$ cat config.mk
export PLATFORM = sky130hd
export DESIGN_NAME = sync_fifo_flat
export DESIGN_NICKNAME = d
export VERILOG_FILES = /design/src/rtl/uart_pkg.sv /design/src/rtl/sync_fifo_if.sv /design/src/rtl/fifo_mem.sv /design/src/rtl/sync_fifo.sv /design/src/flat_wrapper.sv
export SDC_FILE = /design/constraint.sdc
export NUM_CORES = 1
export LEC_CHECK = 0
export ABC_CLOCK_PERIOD_IN_PS = 2800
export CAP_MARGIN = 20
export CORE_ASPECT_RATIO = 1.1
export CORE_MARGIN = 2
export CORE_UTILIZATION = 40
export CTS_CLUSTER_SIZE = 12
export DETAILED_ROUTE_END_ITERATION = 10
export DONT_BUFFER_PORTS = 1
export PLACE_DENSITY = 0.62
export SLEW_MARGIN = 25
export SYNTH_ARGS = -nofsm -noshare
export SYNTH_HDL_FRONTEND = slang
export SYNTH_HIERARCHICAL = 1
export SYNTH_SLANG_ARGS = --single-unit
$ cat constraint.sdc
create_clock -name clk -period 2.8 [get_ports clk]
set_input_delay 0.56 -clock clk [delete_from_list [all_inputs] [get_ports clk]]
set_output_delay 0.56 -clock clk [all_outputs]
set_load 0.1 [all_outputs]
$ cat src/rtl/uart_pkg.sv
// Defaults shared by the UART receive path, the receive FIFO and the TX path.
// Word width and FIFO depth live here so every block agrees on them.
package uart_pkg;

  localparam int UART_WORD_WIDTH = 8;
  localparam int UART_DEPTH_LOG2 = 4;

endpackage : uart_pkg

$ cat src/rtl/sync_fifo_if.sv
// Handshake and status bundle between a word producer/consumer and sync_fifo.
// master = the logic around the FIFO, slave = the FIFO itself.
interface sync_fifo_if
  import uart_pkg::*;
#(
  parameter int WORD_WIDTH = UART_WORD_WIDTH,
  parameter int DEPTH_LOG2 = UART_DEPTH_LOG2
) ();

  logic [WORD_WIDTH-1:0] din;
  logic                  we;
  logic                  full;
  logic [WORD_WIDTH-1:0] dout;
  logic                  re;
  logic                  empty;
  logic [DEPTH_LOG2:0]   count;
  logic                  almost_full;
  logic                  almost_empty;
  logic                  overflow;
  logic                  underflow;
  logic                  clr_err;

  modport master (
    output din, we, re, clr_err,
    input  full, dout, empty, count, almost_full, almost_empty, overflow, underflow
  );

  modport slave (
    input  din, we, re, clr_err,
    output full, dout, empty, count, almost_full, almost_empty, overflow, underflow
  );

endinterface : sync_fifo_if

$ cat src/rtl/fifo_mem.sv
// DEPTH x WORD_WIDTH storage: one synchronous write port, one asynchronous
// read port, so it maps onto distributed RAM.
module fifo_mem
  import uart_pkg::*;
#(
  parameter int WORD_WIDTH = UART_WORD_WIDTH,
  parameter int DEPTH_LOG2 = UART_DEPTH_LOG2
) (
  input  logic                  clk,
  input  logic                  wr_en,
  input  logic [DEPTH_LOG2-1:0] wr_addr,
  input  logic [WORD_WIDTH-1:0] wr_data,
  input  logic [DEPTH_LOG2-1:0] rd_addr,
  output logic [WORD_WIDTH-1:0] rd_data
);

  localparam int DEPTH = 1 << DEPTH_LOG2;

  logic [WORD_WIDTH-1:0] mem [DEPTH];

  // NOTE: the array has no reset on purpose -- a reset port would stop it
  // mapping to RAM, and stale words are never visible because dout is masked
  // while empty. Non-blocking assignment keeps the write ordered after reads.
  always_ff @(posedge clk) begin
    if (wr_en) begin
      mem[wr_addr] <= wr_data;
    end
  end

  assign rd_data = mem[rd_addr];

endmodule : fifo_mem

$ cat src/rtl/sync_fifo.sv
// First-word-fall-through FIFO behind the UART receiver: pointer, occupancy,
// level-flag and sticky-error logic around a fifo_mem storage array.
module sync_fifo
  import uart_pkg::*;
#(
  parameter int WORD_WIDTH   = UART_WORD_WIDTH,
  parameter int DEPTH_LOG2   = UART_DEPTH_LOG2,
  parameter int ALMOST_FULL  = 12,
  parameter int ALMOST_EMPTY = 2
) (
  input  logic        clk,
  input  logic        rst,
  sync_fifo_if.slave  bus
);

  localparam int DEPTH = 1 << DEPTH_LOG2;
  localparam int CW    = DEPTH_LOG2 + 1;

  localparam logic [CW-1:0] DEPTH_CNT = CW'(DEPTH);
  localparam logic          AF_RST    = (ALMOST_FULL <= 0);
  localparam logic          AE_RST    = (ALMOST_EMPTY >= 0);

  logic [DEPTH_LOG2-1:0] wr_ptr;
  logic [DEPTH_LOG2-1:0] rd_ptr;
  logic [CW-1:0]         count_q;
  logic [CW-1:0]         count_nxt;
  logic                  full_q;
  logic                  empty_q;
  logic                  af_q;
  logic                  ae_q;
  logic                  of_q;
  logic                  uf_q;
  logic                  wr_acc;
  logic                  rd_acc;
  logic [WORD_WIDTH-1:0] mem_rdata;

  // Acceptance uses only registered flags, so a pop never frees room for a
  // write in the same cycle and an empty FIFO never bypasses din to dout.
  assign wr_acc = bus.we && !full_q;
  assign rd_acc = bus.re && !empty_q;

  // NOTE: count_nxt is given its hold value before the case so every path
  // assigns it and no latch is inferred.
  always_comb begin
    count_nxt = count_q;
    unique case ({wr_acc, rd_acc})
      2'b10:   count_nxt = count_q + CW'(1);
      2'b01:   count_nxt = count_q - CW'(1);
      default: count_nxt = count_q;
    endcase
  end

  always_ff @(posedge clk) begin
    if (rst) begin
      wr_ptr  <= '0;
      rd_ptr  <= '0;
      count_q <= '0;
      full_q  <= 1'b0;
      empty_q <= 1'b1;
      af_q    <= AF_RST;
      ae_q    <= AE_RST;
      of_q    <= 1'b0;
      uf_q    <= 1'b0;
    end else begin
      if (wr_acc) begin
        wr_ptr <= wr_ptr + DEPTH_LOG2'(1);
      end
      if (rd_acc) begin
        rd_ptr <= rd_ptr + DEPTH_LOG2'(1);
      end
      count_q <= count_nxt;
      full_q  <= (count_nxt == DEPTH_CNT);
      empty_q <= (count_nxt == '0);
      af_q    <= (int'(count_nxt) >= ALMOST_FULL);
      ae_q    <= (int'(count_nxt) <= ALMOST_EMPTY);
      // A new error in the same cycle as clr_err wins over the clear.
      of_q    <= (of_q && !bus.clr_err) || (bus.we && full_q);
      uf_q    <= (uf_q && !bus.clr_err) || (bus.re && empty_q);
    end
  end

  fifo_mem #(
    .WORD_WIDTH (WORD_WIDTH),
    .DEPTH_LOG2 (DEPTH_LOG2)
  ) u_mem (
    .clk     (clk),
    .wr_en   (wr_acc),
    .wr_addr (wr_ptr),
    .wr_data (bus.din),
    .rd_addr (rd_ptr),
    .rd_data (mem_rdata)
  );

  assign bus.dout         = empty_q ? '0 : mem_rdata;
  assign bus.full         = full_q;
  assign bus.empty        = empty_q;
  assign bus.count        = count_q;
  assign bus.almost_full  = af_q;
  assign bus.almost_empty = ae_q;
  assign bus.overflow     = of_q;
  assign bus.underflow    = uf_q;

endmodule : sync_fifo
$ cat src/flat_wrapper.sv
// flat-port wrapper written by rule: the top's interface ports become plain ports
module sync_fifo_flat import uart_pkg::*;
#(
  parameter int WORD_WIDTH   = UART_WORD_WIDTH,
  parameter int DEPTH_LOG2   = UART_DEPTH_LOG2,
  parameter int ALMOST_FULL  = 12,
  parameter int ALMOST_EMPTY = 2
)
  (clk, rst, bus_din, bus_we, bus_re, bus_clr_err, bus_full, bus_dout, bus_empty, bus_count, bus_almost_full, bus_almost_empty, bus_overflow, bus_underflow);
  sync_fifo_if #(.WORD_WIDTH(WORD_WIDTH), .DEPTH_LOG2(DEPTH_LOG2)) bus_i ();
  input  logic clk;
  input  logic rst;
  input wire logic [$bits(bus_i.din)-1:0] bus_din;
  input wire logic [$bits(bus_i.we)-1:0] bus_we;
  input wire logic [$bits(bus_i.re)-1:0] bus_re;
  input wire logic [$bits(bus_i.clr_err)-1:0] bus_clr_err;
  output wire logic [$bits(bus_i.full)-1:0] bus_full;
  output wire logic [$bits(bus_i.dout)-1:0] bus_dout;
  output wire logic [$bits(bus_i.empty)-1:0] bus_empty;
  output wire logic [$bits(bus_i.count)-1:0] bus_count;
  output wire logic [$bits(bus_i.almost_full)-1:0] bus_almost_full;
  output wire logic [$bits(bus_i.almost_empty)-1:0] bus_almost_empty;
  output wire logic [$bits(bus_i.overflow)-1:0] bus_overflow;
  output wire logic [$bits(bus_i.underflow)-1:0] bus_underflow;
  assign bus_i.din = bus_din;
  assign bus_i.we = bus_we;
  assign bus_i.re = bus_re;
  assign bus_i.clr_err = bus_clr_err;
  assign bus_full = bus_i.full;
  assign bus_dout = bus_i.dout;
  assign bus_empty = bus_i.empty;
  assign bus_count = bus_i.count;
  assign bus_almost_full = bus_i.almost_full;
  assign bus_almost_empty = bus_i.almost_empty;
  assign bus_overflow = bus_i.overflow;
  assign bus_underflow = bus_i.underflow;
  sync_fifo #(.WORD_WIDTH(WORD_WIDTH), .DEPTH_LOG2(DEPTH_LOG2), .ALMOST_FULL(ALMOST_FULL), .ALMOST_EMPTY(ALMOST_EMPTY)) u_core (.clk(clk), .rst(rst), .bus(bus_i));
endmodule
==> impl_metrics.json, run 1 <==
{
  "cts_tree": "done",
  "clockBufferDepth": 2,
  "route.vias.total": 3155,
  "ys_ff_latch": 147,
  "drt-initial-drc-count": 210,
  "drc_errors": 0,
  "synth_nets": 360,
  "crit_top_cell": "buf_12",
  "drt-wirelength-per-cell_um": 20.6,
  "num-nets-final": 407,
  "synth-simple-area-share_pct": 8.09,
  "grt_start_max_net_pins": 36,
  "grtUsageTotal_pct": 16.4,
  "synth_xor_area_share_pct": 1.30,
  "r2r_start": "u_core/bus.full$_SDFF_PP0_",
  "maxSlewViolCount": 0,
  "tightest_slew_ns": 0.972,
  "reg2reg_slack_ns": 0.27,
  "synth_flop_cell": "edfxtp_1",
  "synthesis.area_um2": 6040,
  "fp.dieW_um": 121,
  "cp_max_fo": 6,
  "synth-async-reset-ratio_pct": 0,
  "worstPathRequired_ns": 2.24,
  "initial_core_util_pct": 40.5,
  "yosysSeqAreaShare_pct": 69.9,
  "m1WireLength_mm": 5.09,
  "routed.top_layer": "met4",
  "portBuffers": 0,
  "wl_mm": 12.3,
  "critPathKind": "flip-flop to primary output",
  "cts_root_buffer": "clkbuf_16",
  "slowest_delay_ns": 0.54,
  "gp_routability_congestion": 0.770,
  "switching_power_mw": 2.32,
  "fin_ws_ns": 0.00650,
  "slew_headroom_pct": 35.1,
  "dieHeight_um": 133,
  "place.detailed.hpwl_mm": 8.00,
  "hold_viol": 0,
  "synth_top_family_by_area": "multiplexers",
  "grt_pass1_vias": 3339,
  "tns_ns": 0,
  "grt_antenna_before_repair": 0,
  "p_seq_share_pct": 37.7,
  "r2r-end": "u_core/bus.almost_empty$_SDFF_PP1_",
  "synth-edff-count": 128,
  "viasPerCell": 5.28,
  "run_status": "finished clean",
  "maxClockFrequency_ghz": 0.358,
  "synth_cell_types": 45,
  "r2r_cells": 12,
  "dpl_worst_slack_ns": 0.0711,
  "antennaDiodeCount": 0,
  "firstDrtPassIters": 4,
  "whs_path_depth": 1,
  "clkPwrFrac_pct": 32.7,
  "crit_arrival_ns": 2.23,
  "hp-class": "input pin to flip-flop",
  "period_needed_ns": 2.79,
  "clkTransAtPathRegs_ns": 0.06,
  "crit_chain": "buf_12 > buf_16 > mux4_2 > a22oi_2 > nand2_1 > nor2b_2 > buf_12",
  "p_int_mw": 4.85,
  "power_density_nw_per_um2": 970,
  "die-area_um2": 16100,
  "io_pins": 32,
  "netlist_instances": 342,
  "min_period_over_period_pct": 99.8,
  "critical_path.slowest_cell": "mux4_2",
  "start_kind": "flip-flop",
  "crit_path_start": "u_core/rd_ptr[0]$_SDFFE_PP0P_",
  "cts_buffers": 17,
  "dr_wl_met3_um": 571,
  "ant_nets": 0,
  "p_comb_share_pct": 29.6,
  "switching_share_pct": 32.4,
  "insertion_delay_ns": 0.42,
  "min_from": "rst",
  "synth_compound_gate_area_share_pct": 4.26,
  "grt_pass1_wl_mm": 19.2,
  "synthMuxAreaShare_pct": 13.2,
  "finClkSkew_ns": 0.00518,
  "ir_drop_v": 0.000711,
  "synth_adder_area_share_pct": 1.03,
  "syn_area_per_cell_um2": 17.7,
  "rsz0062_at_grt": "true",
  "grt_overflow": 0,
  "hold-path-endpoint": "u_core/bus.count[1]$_SDFF_PP0_",
  "drive_gt1_share_pct": 32.7,
  "coreArea_um2": 14900,
  "htreeDepth": 4,
  "postCtsHoldBufs": 0,
  "end_kind": "primary output",
  "synth_warnings": 6,
  "rows": 47,
  "wl_met2_mm": 6.41,
  "power_leakage_nw": 2.46,
  "maxCapViolCount": 0,
  "clkSinkCount": 147,
  "setup_viol": 0,
  "area_growth_pct": 22.3
}
[worst max-delay path, delay by kind of cell (launching register included)]
kind	cells	cell delay, ns
AO/OA/AOI/OAI	1	0.17
buffers and inverters	3	0.44
flip-flops	1	0.42
multiplexers	1	0.54
AND/OR/NAND/NOR	2	0.25
[layout make-up]
cell class                 count  area, um^2
sequential                   147        4230
clock inverter                13         185
multi-input combinational    175        1750
fill                        1237        7550
inverter                       4        20.0
timing repair buffer          44         524
clock buffer                  18         429
tap                          196         245
[repair_timing]
action	4_1_cts	5_1_grt
gates cloned	3	0
resized for setup	20	8
setup endpoints to repair	7	8
hold endpoints to repair	0	0
setup buffers	4	0
pin swaps	8	4
[power by group through the flow]
stage / registers (mW) / clock network [mW] / logic, mW
5_1_grt: 2.71 / 2.47 / 2.24
6_report: 2.70 / 2.34 / 2.12
3_5_place_dp: 2.73 / 0 / 1.97
4_1_cts: 2.70 / 2.38 / 2.16
2_1_floorplan: 3.04 / 0 / 1.17
3_3_place_gp: 2.73 / 0 / 1.94
[cells in the mapped netlist, drive strengths merged, types with 2 or more instances]
master / instances / share of area, %
nor2b: 8 / 0.83
clkdlybuf4s25: 3 / 0.50
or3: 3 / 0.31
xnor2: 3 / 0.43
nand4: 5 / 0.52
edfxtp: 128 / 64
inv: 4 / 0.33
and2b: 5 / 0.62
a22oi: 18 / 2.2
nand2: 19 / 1.2
nor4b: 2 / 0.29
a21boi: 2 / 0.25
nand3b: 2 / 0.25
nor3: 8 / 0.75
clkbuf: 5 / 0.31
nor2: 29 / 1.8
ha: 5 / 1.0
nor3b: 2 / 0.25
mux4: 32 / 13
nand2b: 5 / 0.56
a21oi: 5 / 0.41
buf: 8 / 1.1
xor2: 6 / 0.87
and2: 3 / 0.33
mux2: 2 / 0.37
dfxtp: 19 / 6.3
[worst max-delay path by stage]
stage | end | slack (ns) | depth (start not counted)
after floorplan | u_core/bus.almost_empty$_SDFF_PP1_ | -0.01 | 13
after global placement | u_core/bus.almost_empty$_SDFF_PP1_ | 0.19 | 12
final | bus_dout[5] | 0.006 | 7
after global routing | bus_dout[7] | -0.06 | 7
after detailed placement | u_core/bus.almost_empty$_SDFF_PP1_ | 0.07 | 12
after CTS | bus_dout[4] | -0.03 | 7
[layout by cell type, fill, tap and decap left out, drive strengths merged, types with 4 or more instances in the layout]
cell	synthesis	final
nor3	8	8
clkinvlp	0	5
xor2	6	6
nand2b	5	5
buf	8	44
nand4	5	5
a22oi	18	18
mux4	32	32
a21oi	5	5
bufinv	0	4
inv	4	5
nor2b	8	8
and2b	5	5
clkbuf	5	18
edfxtp	128	128
nor2	29	29
dfxtp	19	19
nand2	19	19
ha	5	5
[through the flow]
stage	instances	utilization [%]	area, um^2	hold slack, ns	total power, mW
finish	597	49.5	7390	0.200	7.17
CTS	598	49.6	7410	0.179	7.24
global placement	560	44.2	6600	0.546	4.67
floorplan	342	-	6060	0.512	4.21
detailed placement	560	44.2	6600	0.588	4.70
global route	597	49.5	7390	0.181	7.42
[sequential cells by signal, indices dropped and copies added (netlist names)]
signal,flops
u_core/bus.almost_empty,1
u_core/bus.almost_full,1
u_core/bus.count,5
u_core/bus.empty,1
u_core/bus.full,1
u_core/bus.overflow,1
u_core/bus.underflow,1
u_core/rd_ptr,4
u_core/u_mem/mem,128
u_core/wr_ptr,4
[layer usage]
layer  up-vias  track usage, %
met5         -               0
met4         0            6.51
met3        17            5.00
met2        82            27.6
met1      1605            19.7
li1       1451               -
[logic make-up after synthesis]
| kind of cell | after synthesis |
|---|---|
| flip-flops | 147 |
| AND/OR/NAND/NOR | 94 |
| multiplexers | 34 |
| AO/OA/AOI/OAI | 33 |
| buffers and inverters | 20 |
| XOR/XNOR | 9 |
| adder cells (fa/ha/maj) | 5 |
Power figures use the tool's default switching activity.
==> run 2, diff against run 1 <==
- ABC_CLOCK_PERIOD_IN_PS: 2800 -> 2400
- PLACE_DENSITY: 0.62 -> 0.64
- clock period: 2.8 -> 2.4 ns (I/O delays scaled with it)
==> impl_metrics.json, run 2 (synthesized netlist as in run 1, its figures left out) <==
{
  "dpl_worst_slack_ns": 0.0418,
  "firstDrtPassIters": 4,
  "violations": "negative setup slack",
  "min_period_over_period_pct": 112,
  "cts_tree": "done",
  "largest_register_ffs": 128,
  "crit_top_cell": "buf_12",
  "maxClockFrequency_ghz": 0.371,
  "fp.dieW_um": 121,
  "area_growth_pct": 21.9,
  "placed_area_um2": 6690,
  "finClkSkew_ns": 0.00711,
  "critPathKind": "flip-flop to primary output",
  "htreeDepth": 4,
  "initial_core_util_pct": 40.5,
  "clockBufferDepth": 2,
  "place_inst": 569,
  "coreArea_um2": 14900,
  "hp-class": "input pin to flip-flop",
  "dieHeight_um": 133,
  "max_flop_register": "u_core/u_mem/mem",
  "critical_path.slowest_cell": "mux4_2",
  "io_pins": 32,
  "tns_ns": -1.95,
  "slew_headroom_pct": 63.6,
  "maxCapViolCount": 0,
  "slowest_delay_ns": 0.51,
  "postLayoutCoreUtil_pct": 49.3,
  "tightest_slew_ns": 0.546,
  "clkTransAtPathRegs_ns": 0.06,
  "rsz0062_at_grt": "true",
  "grt_use_met2_pct": 27.2,
  "grt_pass1_vias": 3450,
  "drc_errors": 0,
  "place.detailed.hpwl_mm": 7.94,
  "busiest_layer": "met2",
  "layout_commonest_cell": "edfxtp_1",
  "clkSinkCount": 147,
  "power_leakage_nw": 2.46,
  "ir_drop_v": 0.000917,
  "drive_gt1_share_pct": 35.6,
  "power_density_nw_per_um2": 1100,
  "grtUsageTotal_pct": 16.2,
  "fin_ws_ns": -0.295,
  "die-area_um2": 16100,
  "period_needed_ns": 2.69,
  "grt_pass1_wl_mm": 19.0,
  "final_cell_mix": "edfxtp_1 (128), buf_4 (38), nor2_1 (28), mux4_2 (27), nand2_1 (19)",
  "viasPerCell": 5.32,
  "cts_buffers": 17,
  "start_kind": "flip-flop",
  "gp_routability_congestion": 0.777,
  "cts_root_buffer": "clkbuf_16",
  "grt_antenna_before_repair": 0,
  "drt-wirelength-per-cell_um": 19.8,
  "grt_start_max_net_pins": 36,
  "cp_max_fo": 5,
  "run_status": "complete, but fails checks",
  "stdcell_area_um2": 7370,
  "end_kind": "primary output",
  "hold_viol": 0,
  "route.vias.total": 3225,
  "use_met1_pct": 20.0,
  "drt-initial-drc-count": 282,
  "fin_total_pwr_mw": 8.12,
  "whs_ns": 0.123,
  "grtUsageMet3_pct": 4.83,
  "crit_arrival_ns": 2.21,
  "setup_viol": 8,
  "r2r_cells": 11,
  "finalNonFillerCells": 606,
  "wl_mm": 12.0,
  "ant_nets": 0,
  "crit_chain": "buf_12 > buf_16 > mux4_2 > a22oi_2 > nand2_1 > and2b_1 > buf_12",
  "whs_path_depth": 1,
  "rows": 47,
  "portBuffers": 0,
  "antennaDiodeCount": 0,
  "maxSlewViolCount": 0,
  "num-nets-final": 415,
  "worstPathRequired_ns": 1.92,
  "insertion_delay_ns": 0.42,
  "grt_overflow": 0
}
-- run 2: cell count changes in the layout (fill, tap and decap cells not counted), moves of 2 or more --
cell	change
inv_8	+3
buf_4	+9
inv_6	+3
a22oi_2	-4
bufinv_16	-4
dfxtp_4	+2
mux4_2	+5
a22oi_1	+4
buf_12	-2
mux4_1	-5
-- run 2: worst paths after layout --
kind,from,end,slack (ns)
hold reg to reg,u_core/bus.underflow$_SDFF_PP0_,u_core/bus.underflow$_SDFF_PP0_,0.52
setup reg to reg,u_core/bus.empty$_SDFF_PP1_,u_core/bus.almost_empty$_SDFF_PP1_,0.15
setup / recovery,u_core/rd_ptr[0]$_SDFFE_PP0P_,bus_dout[6],-0.29
hold / removal,rst,u_core/bus.count[1]$_SDFF_PP0_,0.12
-- run 2: per-layer routing --
metal / part of all wire, % / vias up
met5: 0 / -
met4: 1.9 / 0
met3: 4.8 / 18
met2: 51 / 85
met1: 42 / 1656
li1: - / 1466
-- run 2: layout make-up --
class / count / area, um^2
Clock buffer: 17 / 425
Fill cell: 1253 / 7570
Multi-Input combinational cell: 175 / 1750
Clock inverter: 15 / 124
Tap cell: 196 / 245
Timing Repair Buffer: 52 / 567
Sequential cell: 147 / 4240
Inverter: 4 / 20.0
-- run 2: timing repair --
| item | in CTS | in global routing |
|---|---|---|
| endpoints found under the hold margin | 0 | 0 |
| cloned | 2 | 0 |
| pin swaps | 7 | 4 |
| buffers inserted | 3 | 1 |
| gates resized for setup | 21 | 6 |
| hold buffers | 0 | 0 |
| endpoints found under the setup margin | 8 | 10 |
-- run 2: critical path: cells and delay by family (launching register included) --
family / cells / cell delay [ns]
flops: 1 / 0.40
simple gates: 2 / 0.29
buf+inv: 3 / 0.42
compound gates: 1 / 0.17
mux: 1 / 0.51
-- run 2: power breakdown --
part	internal, mW	total (mW)	switching [mW]
Combinational	1.03	2.66	1.63
Sequential	2.94	3.04	0.0994
Clock	1.35	2.42	1.08
==> variant (flow settings as in run 1) <==
Reset style: asynchronous (`rst`), changed in one clocked block.
--- a/src/rtl/sync_fifo.sv
+++ b/src/rtl/sync_fifo.sv
@@ -50,7 +50,7 @@
     endcase
   end
 
-  always_ff @(posedge clk) begin
+  always_ff @(posedge clk or posedge rst) begin
     if (rst) begin
       wr_ptr  <= '0;
       rd_ptr  <= '0;
Check against the original RTL: differs if rst is asserted again (counterexample within 4 cycles, from zero or initial values and one cycle with rst high); with rst held inactive, the same outputs for 4 cycles.
==> variant against run 1 <==
Non-clock buffer count fell by 7; highest routed layer unchanged; global-route usage fell by 0.70 points; routed wire length fell by 3.9%; worst setup slack improved by 0.0083 ns; clock skew rose by 0.0038 ns; sequential cell count did not move; synthesized area rose by 0.66%; largest cell class unchanged; cell area fell by 2.3%.
Power is left out: the tool's default activity adds up to more than one toggle a clock period on the data nets, which glitch-free logic cannot reach.
==> variant: results (changes against run 1) <==
| Metric | Value |
|---|---|
| Syn Inst Count | `325 (-5.0%)` |
| Largest net degree at the start of global routing | `24 (-33%)` |
| CP max FO | `12 (+6)` |
| Fin nets | `383 (-5.9%)` |
| Filler cell count | `1,235 (-0.16%)` |
| Status | `complete, no violations` |
| Non-clock buffer share | `4.90% (-2.2 points)` |
| 1st-pass router iterations | `5 (+1)` |
| Multiplexer area fraction after synthesis | `12.9% (-0.27 points)` |
| Routing usage on met2 | `26.1% (-1.5 points)` |
| Seq/total area | `59.9% (+2.7 points)` |
| Global-route wire length before repair | `18,200 um (-5.0%)` |
| Non-clk bufs | `37 (-16%)` |
| Total track usage | `15.7% (-0.70 points)` |
| DR WL/cell | `20.6 um (-0.18%)` |
| Clock buffers and inverters, area share | `8.44% (+0.12 points)` |
| M1 wire length | `4690 um (-7.8%)` |
| Synth Area in Adders | `0.823% (-0.21 points)` |
| Pre-CTS setup slack | `-0.0101 ns (-0.0813 ns)` |
| Met2 wire length | `6330 um (-1.1%)` |
| Vias in the first global route | `3,120 (-6.6%)` |
| # Post-CTS Setup Buffers | `1 (-3)` |
| Syn Nets | `342 (-5.0%)` |
| Max Clock Skew | `0.00895 ns (+0.00377 ns)` |
| Compound-Gate Fraction of Synth Area | `4.34% (+0.075 points)` |
| Non-clk invs | `9 (+5)` |
| Placer Congestion | `0.720 (-6.4%)` |
| Area after DPL | `0.00646 mm2 (-2.1%)` |
| Largest cells by area after synthesis | `edfxtp_1 63%, dfrtp_1 7.0%, mux4_2 6.7%` |
| Metal3 WL | `694 um (+22%)` |
[variant: changes by cell type in the layout (fill, tap and decap cells not counted), moves of 5 or more]
cell | run 1 | this run
and2b_4 | 0 | 8
buf_12 | 12 | 2
dfrtp_1 | 0 | 15
dfxtp_1 | 15 | 0
inv_1 | 1 | 7
nand2_1 | 18 | 23
nor2_1 | 28 | 13
xnor2_1 | 3 | 9
xor2_1 | 6 | 0
[variant: final timing paths]
path | start | end | slack (ns) | cells past startpoint
min | rst | u_core/bus.count[4] | 0.16 | 1
min reg2reg | u_core/wr_ptr[3] | u_core/wr_ptr[3] | 0.54 | 1
min in group clk | bus_din[4] | u_core/u_mem/mem[11][4] | 0.23 | 0
max | u_core/rd_ptr[0] | bus_dout[0] | 0.01 | 5
max in group asynchronous | rst | u_core/rd_ptr[0] | 2.13 | 1
max reg2reg | u_core/bus.empty | u_core/bus.almost_empty | 0.19 | 11
